### src/rtl/decode_stage.sv
// -----------------------------------------------------------------------------
// decode_stage
//   Pipelined, back-pressured instruction decoder for the 9-bit ISA. Sits
//   between fetch and execute with valid/ready handshakes on both sides.
//   Decoded entries are held in a small FIFO: two slots when SKID=1, and in
//   practice one slot when SKID=0, because in_ready then requires that the
//   head is empty or leaving. A taken-branch flush drops every buffered entry
//   as well as any entry accepted in the same cycle. A RUN/HALTED state
//   machine stops intake once a HALT instruction has been accepted.
//
// Ports
//   clk        rising-edge clock
//   rst        asynchronous, active-high reset
//   in_valid   fetch presents in_inst / in_pc
//   in_ready   decoder accepts this cycle (accept = in_valid & in_ready)
//   in_inst    9-bit instruction word
//   in_pc      PC of in_inst
//   cmp        compare flag, sampled in the accept cycle
//   flush      drop buffered and same-cycle-accepted instructions
//   out_valid  decoded entry present at head
//   out_ready  execute consumes head (pop = out_valid & out_ready)
//   out_pc     PC of head entry
//   out_type   1 ALU, 2 ctrl/nop, 3 reg-branch, 4 move, 5 store, 6 load
//   out_funct  ALU function
//   out_r1     first register index
//   out_r2     second register index
//   out_imm    immediate, zero-extended to IMM_W
//   out_ctrl   [0]readx [1]ready [2]hi [3]lo [4]swap [5]y_is_imm
//              [6]branch [7]branchi [8]jump
//   halted     high once a HALT has been accepted
// -----------------------------------------------------------------------------
module decode_stage #(
    parameter int PC_W  = 8,
    parameter int IMM_W = 6,
    parameter bit SKID  = 1'b1
) (
    input  logic              clk,
    input  logic              rst,
    input  logic              in_valid,
    output logic              in_ready,
    input  logic [8:0]        in_inst,
    input  logic [PC_W-1:0]   in_pc,
    input  logic              cmp,
    input  logic              flush,
    output logic              out_valid,
    input  logic              out_ready,
    output logic [PC_W-1:0]   out_pc,
    output logic [2:0]        out_type,
    output logic [3:0]        out_funct,
    output logic [1:0]        out_r1,
    output logic [1:0]        out_r2,
    output logic [IMM_W-1:0]  out_imm,
    output logic [8:0]        out_ctrl,
    output logic              halted
);

    // Control-word bit positions
    localparam int C_READX    = 0;
    localparam int C_READY    = 1;
    localparam int C_HI       = 2;
    localparam int C_LO       = 3;
    localparam int C_SWAP     = 4;
    localparam int C_Y_IS_IMM = 5;
    localparam int C_BRANCH   = 6;
    localparam int C_BRANCHI  = 7;
    localparam int C_JUMP     = 8;

    // Instruction classes
    localparam logic [2:0] T_ALU   = 3'd1;
    localparam logic [2:0] T_CTRL  = 3'd2;
    localparam logic [2:0] T_RBR   = 3'd3;
    localparam logic [2:0] T_MOVE  = 3'd4;
    localparam logic [2:0] T_STORE = 3'd5;
    localparam logic [2:0] T_LOAD  = 3'd6;

    typedef enum logic {
        RUN    = 1'b0,
        HALTED = 1'b1
    } state_t;

    // One decoded instruction; the immediate is kept at its native 6 bits
    // and widened only at the output.
    typedef struct packed {
        logic [PC_W-1:0] pc;
        logic [2:0]      typ;
        logic [3:0]      funct;
        logic [1:0]      r1;
        logic [1:0]      r2;
        logic [5:0]      imm;
        logic [8:0]      ctrl;
    } entry_t;

    state_t      state;
    entry_t      dec;
    logic        dec_halt;
    entry_t      mem [2];
    logic        wr_ptr;
    logic        rd_ptr;
    logic [1:0]  count;
    logic [1:0]  count_next;
    logic        accept;
    logic        push;
    logic        pop;
    logic        halt_take;
    entry_t      head;

    // ------------------------------------------------------------------
    // Combinational decode of the incoming instruction
    // ------------------------------------------------------------------
    // NOTE: every field gets a default before the case so no path leaves a
    // variable unassigned, which would otherwise infer a latch.
    always_comb begin
        dec      = '0;
        dec.pc   = in_pc;
        dec_halt = 1'b0;
        casez (in_inst)
            9'b111??????: begin                     // jmpi
                dec.typ            = T_CTRL;
                dec.ctrl[C_BRANCHI] = 1'b1;
                dec.ctrl[C_JUMP]    = 1'b1;
                dec.imm            = in_inst[5:0];
            end
            9'b101??????: begin                     // movhi
                dec.typ        = T_MOVE;
                dec.ctrl[C_HI] = 1'b1;
                dec.r1         = in_inst[5:4];
                dec.imm        = {2'b00, in_inst[3:0]};
            end
            9'b100??????: begin                     // movli
                dec.typ        = T_MOVE;
                dec.ctrl[C_LO] = 1'b1;
                dec.r1         = in_inst[5:4];
                dec.imm        = {2'b00, in_inst[3:0]};
            end
            9'b110??????: begin                     // andi
                dec.typ               = T_ALU;
                dec.ctrl[C_READX]     = 1'b1;
                dec.ctrl[C_Y_IS_IMM]  = 1'b1;
                dec.funct             = 4'b0011;
                dec.r1                = in_inst[5:4];
                dec.imm               = {2'b00, in_inst[3:0]};
            end
            9'b011??????: begin                     // shift, bit 5 picks direction
                dec.typ               = T_ALU;
                dec.ctrl[C_READX]     = 1'b1;
                dec.ctrl[C_Y_IS_IMM]  = 1'b1;
                dec.r1                = in_inst[4:3];
                dec.imm               = {3'b000, in_inst[2:0]};
                dec.funct             = in_inst[5] ? 4'b0111 : 4'b1110;
            end
            9'b01011????: begin                     // beqi, only taken when cmp
                dec.typ = T_CTRL;
                if (cmp) begin
                    dec.ctrl[C_BRANCHI] = 1'b1;
                    dec.imm             = {2'b00, in_inst[3:0]};
                end
            end
            9'b0000000??: begin                     // HALT or NOP
                dec.typ  = T_CTRL;
                dec_halt = (in_inst[1:0] == 2'b01);
            end
            9'b0000011??: begin                     // incr
                dec.typ              = T_ALU;
                dec.ctrl[C_READX]    = 1'b1;
                dec.ctrl[C_Y_IS_IMM] = 1'b1;
                dec.funct            = 4'b0101;
                dec.imm              = 6'd1;
                dec.r1               = in_inst[1:0];
            end
            9'b0000010??: begin                     // jmp via register
                dec.typ             = T_RBR;
                dec.ctrl[C_READX]   = 1'b1;
                dec.ctrl[C_BRANCH]  = 1'b1;
                dec.r1              = in_inst[1:0];
            end
            9'b0000001??: begin                     // beq via register
                dec.ctrl[C_READX]   = 1'b1;
                dec.r1              = in_inst[1:0];
                dec.typ             = cmp ? T_RBR : T_CTRL;
                dec.ctrl[C_BRANCH]  = cmp;
            end
            default: begin                          // two-register forms
                dec.r1            = in_inst[3:2];
                dec.r2            = in_inst[1:0];
                dec.ctrl[C_READX] = 1'b1;
                dec.ctrl[C_READY] = 1'b1;
                case (in_inst[7:4])
                    4'b1001: dec.typ = T_STORE;
                    4'b1000: dec.typ = T_LOAD;
                    4'b0111: begin
                        dec.typ          = T_MOVE;
                        dec.ctrl[C_SWAP] = 1'b1;
                    end
                    default: begin
                        dec.typ   = T_ALU;
                        dec.funct = in_inst[7:4];
                    end
                endcase
            end
        endcase
    end

    // ------------------------------------------------------------------
    // Handshake qualifiers. flush overrides both accept and pop.
    // ------------------------------------------------------------------
    assign accept    = in_valid & in_ready;
    assign push      = accept & ~flush;
    assign pop       = out_valid & out_ready & ~flush;
    assign halt_take = push & dec_halt;

    always_comb begin
        count_next = count;
        if (flush) begin
            count_next = 2'd0;
        end else begin
            case ({push, pop})
                2'b10:   count_next = count + 2'd1;
                2'b01:   count_next = count - 2'd1;
                default: count_next = count;
            endcase
        end
    end

    // ------------------------------------------------------------------
    // Entry storage and pointers
    // ------------------------------------------------------------------
    // NOTE: the two storage slots are reset along with the pointers so that
    // the head fields read as zero straight out of reset; with only two
    // entries this costs nothing worth avoiding.
    always_ff @(posedge clk or posedge rst) begin
        if (rst) begin
            mem[0] <= '0;
            mem[1] <= '0;
            wr_ptr <= 1'b0;
            rd_ptr <= 1'b0;
            count  <= 2'd0;
        end else begin
            count <= count_next;
            if (flush) begin
                wr_ptr <= 1'b0;
                rd_ptr <= 1'b0;
            end else begin
                if (push) begin
                    mem[wr_ptr] <= dec;
                    wr_ptr      <= ~wr_ptr;
                end
                if (pop) begin
                    rd_ptr <= ~rd_ptr;
                end
            end
        end
    end

    // ------------------------------------------------------------------
    // RUN / HALTED state machine; only reset leaves HALTED.
    // ------------------------------------------------------------------
    always_ff @(posedge clk or posedge rst) begin
        if (rst) begin
            state <= RUN;
        end else begin
            case (state)
                RUN:     if (halt_take) state <= HALTED;
                HALTED:  state <= HALTED;
                default: state <= RUN;
            endcase
        end
    end

    // ------------------------------------------------------------------
    // Input ready: registered from next-cycle state when the skid buffer is
    // present (no path from out_ready), combinational otherwise.
    // ------------------------------------------------------------------
    if (SKID) begin : g_skid
        logic in_ready_q;
        always_ff @(posedge clk or posedge rst) begin
            if (rst) begin
                in_ready_q <= 1'b0;
            end else begin
                in_ready_q <= (state == RUN) && !halt_take && (count_next < 2'd2);
            end
        end
        assign in_ready = in_ready_q;
    end else begin : g_noskid
        assign in_ready = ~rst & (state == RUN) & (~out_valid | out_ready);
    end

    // ------------------------------------------------------------------
    // Outputs
    // ------------------------------------------------------------------
    assign head      = mem[rd_ptr];
    assign out_valid = (count != 2'd0);
    assign out_pc    = head.pc;
    assign out_type  = head.typ;
    assign out_funct = head.funct;
    assign out_r1    = head.r1;
    assign out_r2    = head.r2;
    assign out_imm   = IMM_W'(head.imm);
    assign out_ctrl  = head.ctrl;
    assign halted    = (state == HALTED);

endmodule

### config.mk
export PLATFORM = sky130hd
export DESIGN_NAME = decode_stage
export DESIGN_NICKNAME = d
export VERILOG_FILES = /design/src/rtl/decode_stage.sv
export SDC_FILE = /design/constraint.sdc
export NUM_CORES = 1
export LEC_CHECK = 0
export BUFFER_PORTS_ARGS = -buffer_cell sky130_fd_sc_hd__buf_2
export CAP_MARGIN = 10
export CORE_MARGIN = 2
export CORE_UTILIZATION = 45
export DETAILED_ROUTE_END_ITERATION = 8
export PLACE_DENSITY = 0.68
export REMOVE_ABC_BUFFERS = 1
export SYNTH_ARGS = -nofsm -noshare
export SYNTH_HDL_FRONTEND = slang
export SYNTH_SLANG_ARGS = --single-unit
export TNS_END_PERCENT = 100
### constraint.sdc
create_clock -name clk -period 2.4 [get_ports clk]
set_input_delay 0.48 -clock clk [delete_from_list [all_inputs] [get_ports clk]]
set_output_delay 0.48 -clock clk [all_outputs]
set_load 0.01 [all_outputs]
==> results by group, run 1 <==
GRT
  • Initial antenna violation count: 0
  • Largest net degree at the start of global routing: 43
  • GR Overflow Total: 0
  • All-Layer GR Usage: 19.03%
  • First-pass GRT wire length: around 13000 um
  • Number of global-route vias before repair: between 2k and 3k

Clock network
  • Inserted Clock Buffers: 9
  • Clk slew on worst S/H paths: ~0.080 ns
  • Resized cells post-CTS: 0
  • Root Buffer: clkbuf_8
  • Hold Buf Count CTS: 0
  • # clock sinks: 74
  • H-tree depth: 3
  • Setup Buffers After CTS: 0
  • Longest Clk Path Bufs: 2
  • Clock Latency Late Sink: 0.35 ns
  • CTS tree: built

Final layout
  • Final #Nets: approximately 470
  • Layout cells sized above 1: 30.24%
  • Non-Filler Instances: 558
  • Fill count: a little under 800
  • Synth-to-Final Area Change: 14.68%
  • N_diodes: 0

Floorplanning
  • Die height: 95.82 um
  • Initial Utilization: between 40% and 50%
  • IO Count: 60
  • Rows: 33
  • Core area: between 8000 and 9000 um^2
  • Die Span X: 95.82 um
  • Die ar.: 9181 um^2

Synthesis
  • Post-synthesis cell count: around 400
  • Post-synth EDFFs: 0
  • Flops & latches, synth: 74
  • Netlist cell types: 42
  • Area share of the largest cell type after synthesis: 48.81%
  • Synth area leader: dfrtp_1
  • Ys async rst share: 100.0%
  • Synth Flop Type: dfrtp_1
  • Seq/Total Area, Yosys: 48.81%
  • Post-Syn Area: approximately 3800 um^2
  • Syn. warnings: 0
  • Largest cells by area after synthesis: dfrtp_1 49%, mux2_2 14%, nand2_1 8.6%
  • Mean Syn Cell Area: 9.437 um^2

Setup path
  • Worst reg2reg path startpoint: count[0]
  • Worst Setup Start Kind: flip-flop
  • R2R setup slack: 0.48 ns
  • Reg2Reg Depth: 8
  • Crit-path max FO: 24
  • Arrival time at the worst endpoint: 1.58 ns
  • Crit. End Element: output pin
  • Worst Setup Path Type: flip-flop to output pin
  • Critical Path RT: ~1.9 ns
  • FF-to-FF End: in_ready

Detailed routing
  • Final WL: 8077 um
  • DRC: 0
  • Via count: just under 3k
  • Final ANT Viol Nets: 0
  • First-pass DRT Iterations: 4
  • Avg WL per Cell: 14.47 um
  • Via density: 5.258
  • DR iter-0 viols: 219

STA
  • Tmin final: ~2.1 ns
  • Slew @ Worst Pin: about 0.58 ns
  • Max Slew Vio Count: 0
  • Fmax: 486.5 MHz
  • RSZ-0062 raised after global routing: false
  • Rel. slew slack: 60.20%
  • Setup violators final: 0
  • Clk_skew: 0.004863 ns
  • Final Hold Viols: 0
  • Crit share post-route: 85.64%
  • Setup tns final: 0 ns

Outcome
  • Status: finished, final reports clean

Min path
  • HP Class: primary input to asynchronous set/reset pin

Pwr
  • Clock share of power: between 30% and 40%
  • Seq pwr share: 48.0%
  • Comb power frac: between 20% and 30%
  • Power per cell area: 753.6 nW/um^2
  • LEAKAGE: 2.072 nW
  • Max rail drop VDD: 0.4778 mV
  • Internal Power: about 2.4 mW
  • NetSw: 0.9203 mW
  • Switching fraction of total power: 28.07%

Placed design
  • Buffers on Ports: 59
  • Placer congestion estimate: about 0.81
  • Placed cell count: 542
  • HPWL after DPL: about 5500 um

Flow run
  • Max_cap viols: 0
-- power groups by stage --
stage	registers, mW	clock network (mW)	logic (mW)
floorplan	1.58	0	0.432
global placement	1.59	0	0.655
detailed placement	1.60	0	0.669
CTS	1.58	1.07	0.672
global route	1.60	1.11	0.755
finish	1.57	1.04	0.662
-- cell families after synthesis --
kind of cell	Yosys count	synth area share (%)
fa+ha+maj	2	0.6595
compound gates	94	14.05
xor+xnor	4	0.9237
simple gates	142	16.79
buf+inv	39	4.815
flops	74	48.81
mux	47	13.95
-- area by class of cell --
type	instances	area, um^2	area share [%]
multi-input cells	289	1764	40.55
clock buffers	9	123.9	2.847
clock inverters	7	93.84	2.157
flip-flops and latches	74	1852	42.57
inverters	6	22.52	0.5177
repair buffers	68	362.8	8.341
well taps	105	131.4	3.020
-- registers in the layout, indices dropped and copies added, names as in the netlist --
| register | flops |
|---|---|
| count | 2 |
| halted | 1 |
| in_ready | 1 |
| mem | 68 |
| rd_ptr | 1 |
| wr_ptr | 1 |
-- cell usage in the layout, fill, tap and decap left out, drive strengths merged, types with 2 or more instances in the layout --
cell / synthesis / routed
mux2: 47 / 47
buf: 25 / 68
ha: 2 / 2
clkinvlp: 0 / 2
a31oi: 2 / 2
o31ai: 4 / 4
o21ai: 56 / 56
xor2: 3 / 3
nor3: 7 / 7
nor4bb: 3 / 3
inv: 6 / 6
clkinv: 0 / 3
a21oi: 16 / 16
a21boi: 2 / 2
dfrtp: 74 / 74
a21o: 3 / 3
clkbuf: 8 / 9
nor2b: 3 / 3
nor2: 17 / 17
nand2: 87 / 87
and2: 3 / 3
nand3b: 2 / 2
a22oi: 3 / 3
or3: 2 / 2
nand3: 9 / 9
nand2b: 2 / 2
bufinv: 0 / 2
-- metrics by stage --
step	instance area, um^2	hold slack, ns	setup slack (ns)	utilization (%)	power [mW]
detailed placement	4133	0.4281	0.4670	50.55	2.268
global placement	4133	0.4271	0.5043	50.55	2.243
finish	4350	0.05159	0.3445	53.21	3.279
global route	4350	0.06366	0.2610	53.21	3.474
CTS	4350	0.04380	0.3172	53.21	3.317
floorplan	3633	0.4417	0.03838	-	2.008
-- cell usage after synthesis (all sizes together), types with 2 or more instances --
cell type,n
nand2b,2
or3,2
inv,6
nor3,7
a21o,3
mux2,47
xor2,3
buf,25
dfrtp,74
and2,3
nor2,17
clkbuf,8
o21ai,56
ha,2
a21boi,2
a21oi,16
o31ai,4
nor4bb,3
a22oi,3
nand2,87
nand3b,2
a31oi,2
nand3,9
nor2b,3
-- routing by layer --
layer,share of wire [%],routed length [um],global-route usage [%],vias up
met1,48,3854,25.76,1380
li1,-,-,-,1478
met5,0,0,0,-
met4,1.5,120,7.381,0
met2,46,3716,29.78,65
met3,4.8,386,4.385,11
-- critical path, cell delays in order, from the launching register on --
cell and delay, ns:
dfrtp_1 0.35, buf_4 0.33, mux2_2 0.40, buf_2 0.14
-- worst max-delay path by stage --
stage | depth (start not counted) | end | startpoint | slack [ns]
after floorplan | 1 | count[0] | rst | 0.04
after global placement | 6 | mem[17] | flush | 0.50
after detailed placement | 5 | mem[51] | in_inst[7] | 0.47
after CTS | 3 | out_ctrl[0] | rd_ptr | 0.32
after global routing | 3 | out_ctrl[5] | rd_ptr | 0.26
final | 3 | out_funct[2] | rd_ptr | 0.34
No activity file was read; power rests on OpenSTA's default activity.
==> run 2: changes to the inputs <==
--- a/config.mk
+++ b/config.mk
@@ -11,7 +11,6 @@
 export CORE_UTILIZATION = 45
 export DETAILED_ROUTE_END_ITERATION = 8
 export PLACE_DENSITY = 0.68
-export REMOVE_ABC_BUFFERS = 1
 export SYNTH_ARGS = -nofsm -noshare
 export SYNTH_HDL_FRONTEND = slang
 export SYNTH_SLANG_ARGS = --single-unit
==> results by group, run 2 (synthesized netlist as in run 1, its figures left out) <==
Outcome
  • Status: finished, final reports clean (unchanged)

Floorplanning
  • Initial Utilization: 46.40% (unchanged)
  • Die Span X: 95.82 um (unchanged)
  • Core area: 8175 um^2 (unchanged)
  • Rows: 33 (unchanged)
  • IO Count: 60 (unchanged)
  • Die height: 95.82 um (unchanged)
  • Die ar.: 9181 um^2 (unchanged)

STA
  • Slew @ Worst Pin: 0.6066 ns (was 0.5820 ns)
  • Setup tns final: 0 ns (unchanged)
  • Setup violators final: 0 (unchanged)
  • Post-route worst setup slack: 0.3155 ns (was 0.3445 ns)
  • Rel. slew slack: 58.52% (was 60.20%)
  • Final Hold Viols: 0 (unchanged)
  • Clk_skew: 0.005881 ns (was 0.004863 ns)
  • Fmax: 479.7 MHz (was 486.5 MHz)
  • Tmin final: 2.084 ns (was 2.055 ns)
  • Max Slew Vio Count: 0 (unchanged)
  • Crit share post-route: 86.85% (was 85.64%)
  • RSZ-0062 raised after global routing: false (unchanged)

Clock network
  • Longest Clk Path Bufs: 2 (unchanged)
  • CTS tree: built (unchanged)
  • # clock sinks: 74 (unchanged)
  • Clock Latency Late Sink: 0.35 ns (about the same)
  • H-tree depth: 3 (unchanged)
  • Setup Buffers After CTS: 0 (unchanged)
  • Inserted Clock Buffers: 9 (unchanged)
  • Hold Buf Count CTS: 0 (unchanged)
  • Root Buffer: clkbuf_8 (unchanged)
  • Resized cells post-CTS: 0 (unchanged)
  • Clk slew on worst S/H paths: 0.08 ns (about the same)

Pwr
  • Max rail drop VDD: 0.2640 mV (was 0.4778 mV)
  • Power per cell area: 781.4 nW/um^2 (was 753.6 nW/um^2)
  • LEAKAGE: 2.088 nW (was 2.072 nW)

Final layout
  • N_diodes: 0 (unchanged)
  • Largest Register: mem (unchanged)
  • Commonest cells after routing, fill and taps aside: 87 x nand2_1, 74 x dfrtp_1, 59 x buf_2 (was 86 x nand2_1, 74 x dfrtp_1, 59 x buf_2)
  • Synth-to-Final Area Change: 16.03% (was 14.68%)
  • Layout cells sized above 1: 29.49% (was 30.24%)
  • Final #Nets: 471 (was 473)
  • Max reg flops: 68 (unchanged)
  • Largest registers: mem: 68 flops, count: 2 flops (unchanged)
  • Fill count: 757 (was 788)
  • Commonest non-fill, non-tap cell in the layout: nand2_1 (unchanged)

Detailed routing
  • First-pass DRT Iterations: 4 (unchanged)
  • Final ANT Viol Nets: 0 (unchanged)
  • Via density: 5.378 (was 5.258)
  • DR iter-0 viols: 160 (was 219)
  • Via count: 2990 (was 2934)
  • DRC: 0 (unchanged)
  • Final WL: 8453 um (was 8077 um)
  • Avg WL per Cell: 15.20 um (was 14.47 um)

Setup path
  • Critical Path RT: 1.92 ns (about the same)
  • FF-to-FF End: in_ready (unchanged)
  • Worst Setup Path Type: flip-flop to output pin (unchanged)
  • Worst reg2reg path startpoint: count[0] (unchanged)
  • Crit. End Element: output pin (unchanged)
  • Worst Setup Start Kind: flip-flop (unchanged)
  • Slowest-stage cell, CP: dfrtp_1 (was mux2_2)
  • R2R setup slack: 0.44 ns (was 0.48 ns)
  • Reg2Reg Depth: 7 (was 8)
  • Worst path max stage delay: 0.47 ns (was 0.40 ns)
  • Critical-path cell list: buf_12 > mux2_2 > buf_2 (was buf_4 > mux2_2 > buf_2)
  • Arrival time at the worst endpoint: 1.60 ns (was 1.58 ns)
  • Crit-path max FO: 32 (was 24)

GRT
  • First-pass GRT wire length: 13840 um (was 13480 um)
  • GR Overflow Total: 0 (unchanged)
  • Number of global-route vias before repair: 2783 (was 2823)
  • All-Layer GR Usage: 19.82% (was 19.03%)
  • Initial antenna violation count: 0 (unchanged)
  • Largest net degree at the start of global routing: 75 (was 43)

Synthesis
  • Syn Nets: 427

Placed design
  • Pre-CTS setup slack: 0.4119 ns (was 0.4670 ns)
  • HPWL after DPL: 5643 um (was 5513 um)
  • Placer congestion estimate: 0.8664 (was 0.8063)
  • Buffers on Ports: 59 (unchanged)

Min path
  • HP Class: primary input to asynchronous set/reset pin (unchanged)

Flow run
  • Max_cap viols: 0 (unchanged)
[run 2: cell count changes in the layout (fill, tap and decap cells not counted), sizes merged]
cell,change
clkbuf,+1
clkinv,-2
bufinv,+1
buf,-2
[run 2: per-layer routing]
layer / track usage [%] / vias up / wire, um
li1: - / 1474 / -
met1: 29.11 / 1432 / 3986
met2: 28.73 / 70 / 3957
met3: 3.994 / 14 / 312
met4: 7.976 / 0 / 196
met5: 0 / - / 0
[run 2: critical path, delay by kind of cell (launching register included)]
kind | cells | cell delay, ns
flops | 1 | 0.47
mux | 1 | 0.37
buf+inv | 2 | 0.39
[run 2: cell type report]
type | instances | area, um^2 | area share, %
multi-input cells | 289 | 1759 | 39.97
repair buffers | 66 | 385.4 | 8.755
clock inverters | 6 | 113.9 | 2.587
inverters | 6 | 22.52 | 0.5117
well taps | 105 | 131.4 | 2.985
clock buffers | 10 | 137.6 | 3.127
flip-flops and latches | 74 | 1852 | 42.07
[run 2: where the power goes]
part           total, mW  leakage [nW]  internal [mW]  switching (mW)
combinational      0.670          1.01          0.310           0.360
sequential          1.58         0.956           1.47           0.107
clock               1.19         0.119          0.720           0.473
[run 2: worst max path at each step]
stage	startpoint	to	cells past startpoint
2_1_floorplan	rst	count[0]	1
3_3_place_gp	in_inst[7]	mem[51]	5
3_5_place_dp	in_inst[7]	mem[51]	5
4_1_cts	rd_ptr	out_funct[1]	3
5_1_grt	rd_ptr	out_type[1]	3
6_report	rd_ptr	out_funct[1]	3
[run 2: per-stage QoR]
step / util (%) / area [um^2] / hold WS (ns) / instances / total power, mW
3_5_place_dp: 50.77 / 4150 / 0.4586 / 540 / 2.280
4_1_cts: 53.84 / 4402 / 0.2093 / 556 / 3.476
3_3_place_gp: 50.77 / 4150 / 0.4534 / 540 / 2.253
5_1_grt: 53.84 / 4402 / 0.2165 / 556 / 3.637
2_1_floorplan: - / 3794 / 0.4417 / 402 / 2.048
6_report: 53.84 / 4402 / 0.1890 / 556 / 3.439
==> run 3: changes to the inputs <==
--- a/config.mk
+++ b/config.mk
@@ -11,6 +11,7 @@
 export CORE_UTILIZATION = 45
 export DETAILED_ROUTE_END_ITERATION = 8
 export PLACE_DENSITY = 0.68
+export RECOVER_POWER = 25
 export SYNTH_ARGS = -nofsm -noshare
 export SYNTH_HDL_FRONTEND = slang
 export SYNTH_SLANG_ARGS = --single-unit
==> results by group, run 3 (synthesized netlist as in run 1, its figures left out) <==
Final layout
  • Area occupied by multi-input gates: 1759 um^2 (unchanged)
  • Commonest non-fill, non-tap cell in the layout: nand2_1 (unchanged)
  • Largest Register: mem (unchanged)
  • Core Util, Final: 53.66% (was 53.84%)
  • Max reg flops: 68 (unchanged)
  • Largest registers: mem: 68 flops, count: 2 flops (unchanged)
  • Layout cells sized above 1: 29.27% (was 29.49%)
  • N_diodes: 0 (unchanged)
  • Synth-to-Final Area Change: 15.63% (was 16.03%)
  • Fill count: 759 (was 757)
  • Commonest cells after routing, fill and taps aside: 87 x nand2_1, 74 x dfrtp_1, 59 x buf_2 (unchanged)
  • Register cell area after layout: 1852 um^2 (unchanged)
  • Final #Nets: 471 (unchanged)

Floorplanning
  • Initial Utilization: 46.40% (unchanged)
  • Core area: 8175 um^2 (unchanged)
  • Die Span X: 95.82 um (unchanged)
  • Die ar.: 9181 um^2 (unchanged)
  • Die height: 95.82 um (unchanged)
  • IO Count: 60 (unchanged)
  • Rows: 33 (unchanged)

GRT
  • GRT met1 Usage: 29.11% (unchanged)
  • All-Layer GR Usage: 19.82% (unchanged)
  • GR Overflow Total: 0 (unchanged)
  • First-pass GRT wire length: 13840 um (unchanged)
  • Number of global-route vias before repair: 2783 (unchanged)
  • Met3 GRT Util: 3.994% (unchanged)
  • Met2 usage: 28.73% (unchanged)
  • GRT Max-Usage Layer: met1 (unchanged)
  • Initial antenna violation count: 0 (unchanged)
  • Largest net degree at the start of global routing: 75 (unchanged)

STA
  • Setup violators final: 0 (unchanged)
  • Setup tns final: 0 ns (unchanged)
  • Max Slew Vio Count: 75 (was 0)
  • Final Hold Viols: 0 (unchanged)
  • Slew @ Worst Pin: 1.785 ns (was 0.6066 ns)
  • Crit share post-route: 86.86% (was 86.85%)
  • Clk_skew: 0.005881 ns (about the same)
  • RSZ-0062 raised after global routing: false (unchanged)
  • Fmax: 479.7 MHz (about the same)
  • Tmin final: 2.085 ns (was 2.084 ns)
  • Rel. slew slack: -18.97% (was 58.52%)

Clock network
  • Clk slew on worst S/H paths: 0.08 ns (about the same)
  • # clock sinks: 74 (unchanged)
  • Longest Clk Path Bufs: 2 (unchanged)
  • Resized cells post-CTS: 0 (unchanged)
  • Root Buffer: clkbuf_8 (unchanged)
  • Setup Buffers After CTS: 0 (unchanged)
  • H-tree depth: 3 (unchanged)
  • Hold Buf Count CTS: 0 (unchanged)
  • CTS tree: built (unchanged)
  • Inserted Clock Buffers: 9 (unchanged)
  • Clock Latency Late Sink: 0.35 ns (about the same)

Synthesis
  • Syn Nets: 427 (unchanged)

Detailed routing
  • DRC: 0 (unchanged)
  • Avg WL per Cell: 15.20 um (about the same)
  • First-pass DRT Iterations: 4 (unchanged)
  • Final ANT Viol Nets: 0 (unchanged)
  • Final WL: 8451 um (was 8453 um)
  • Via density: 5.372 (was 5.378)
  • DR iter-0 viols: 160 (unchanged)
  • Via count: 2987 (was 2990)

Setup path
  • Crit. End Element: output pin (unchanged)
  • Worst Setup Start Kind: flip-flop (unchanged)
  • R2R setup slack: 0.44 ns (about the same)
  • Arrival time at the worst endpoint: 1.60 ns (about the same)
  • Worst path max stage delay: 0.47 ns (about the same)
  • Critical-path cell list: buf_12 > mux2_2 > buf_2 (unchanged)
  • Crit-path max FO: 32 (unchanged)
  • Worst Setup Path Type: flip-flop to output pin (unchanged)
  • Slowest-stage cell, CP: dfrtp_1 (unchanged)
  • Critical Path RT: 1.92 ns (about the same)

Placed design
  • HPWL after DPL: 5643 um (unchanged)
  • Buffers on Ports: 59 (unchanged)
  • Placer congestion estimate: 0.8664 (unchanged)

Pwr
  • Max rail drop VDD: 0.2640 mV (about the same)
  • Power per cell area: 783.3 nW/um^2 (was 781.4 nW/um^2)
  • LEAKAGE: 2.084 nW (was 2.088 nW)

Outcome
  • Status: finished, violations left (was finished, final reports clean)
  • Failing checks: capacitance limit, slew limit

Min path
  • HP Class: primary input to flip-flop (was primary input to asynchronous set/reset pin)

Flow run
  • Max_cap viols: 1 (was 0)
## run 3: cell types whose count changed in the layout (fill, tap and decap cells not counted), sizes merged
cell / previous run / this run
buf: 66 / 65
clkbuf: 10 / 11
## run 3: area by class of cell
class | instances | area share (%)
clock inverter | 6 | 2.596
tap | 105 | 2.995
inverter | 6 | 0.5134
multi-input combinational | 289 | 40.10
timing repair buffer | 66 | 8.443
sequential | 74 | 42.21
clock buffer | 10 | 3.137
## run 3: power by group
part / total (mW) / internal [mW] / switching (mW)
clock network: 1.19 / 0.720 / 0.473
registers: 1.58 / 1.47 / 0.107
logic: 0.666 / 0.307 / 0.360
## run 3: worst paths after layout
check,start,end,depth (start not counted)
setup / recovery,rd_ptr,out_funct[1],3
hold / removal,in_pc[7],mem[67],3
setup reg to reg,count[0],in_ready,7
hold reg to reg,mem[52],mem[52],2
max in group asynchronous,rst,mem[46],3
min in group asynchronous,rst,mem[65],3
## run 3: critical path: cells and delay by family (launching register included)
kind                   cells  cell delay (ns)
buffers and inverters      2             0.39
flip-flops                 1             0.47
multiplexers               1             0.37
## run 3: metal layers
metal	wire [um]	part of all wire, %
met1	3984	47
met2	3963	47
met3	306	3.6
met4	196	2.3
met5	0	0
## run 3: through the flow
stage               instance area (um^2)  power (mW)  hold slack, ns  std cells  setup WS [ns]
floorplan                           3794       2.048          0.4417        402        0.03838
global placement                    4150       2.253          0.4534        540         0.4179
detailed placement                  4150       2.280          0.4586        540         0.4119
CTS                                 4402       3.476          0.2093        556         0.2942
global route                        4387       3.634          0.3345        556         0.1903
finish                              4387       3.436          0.3259        556         0.3155
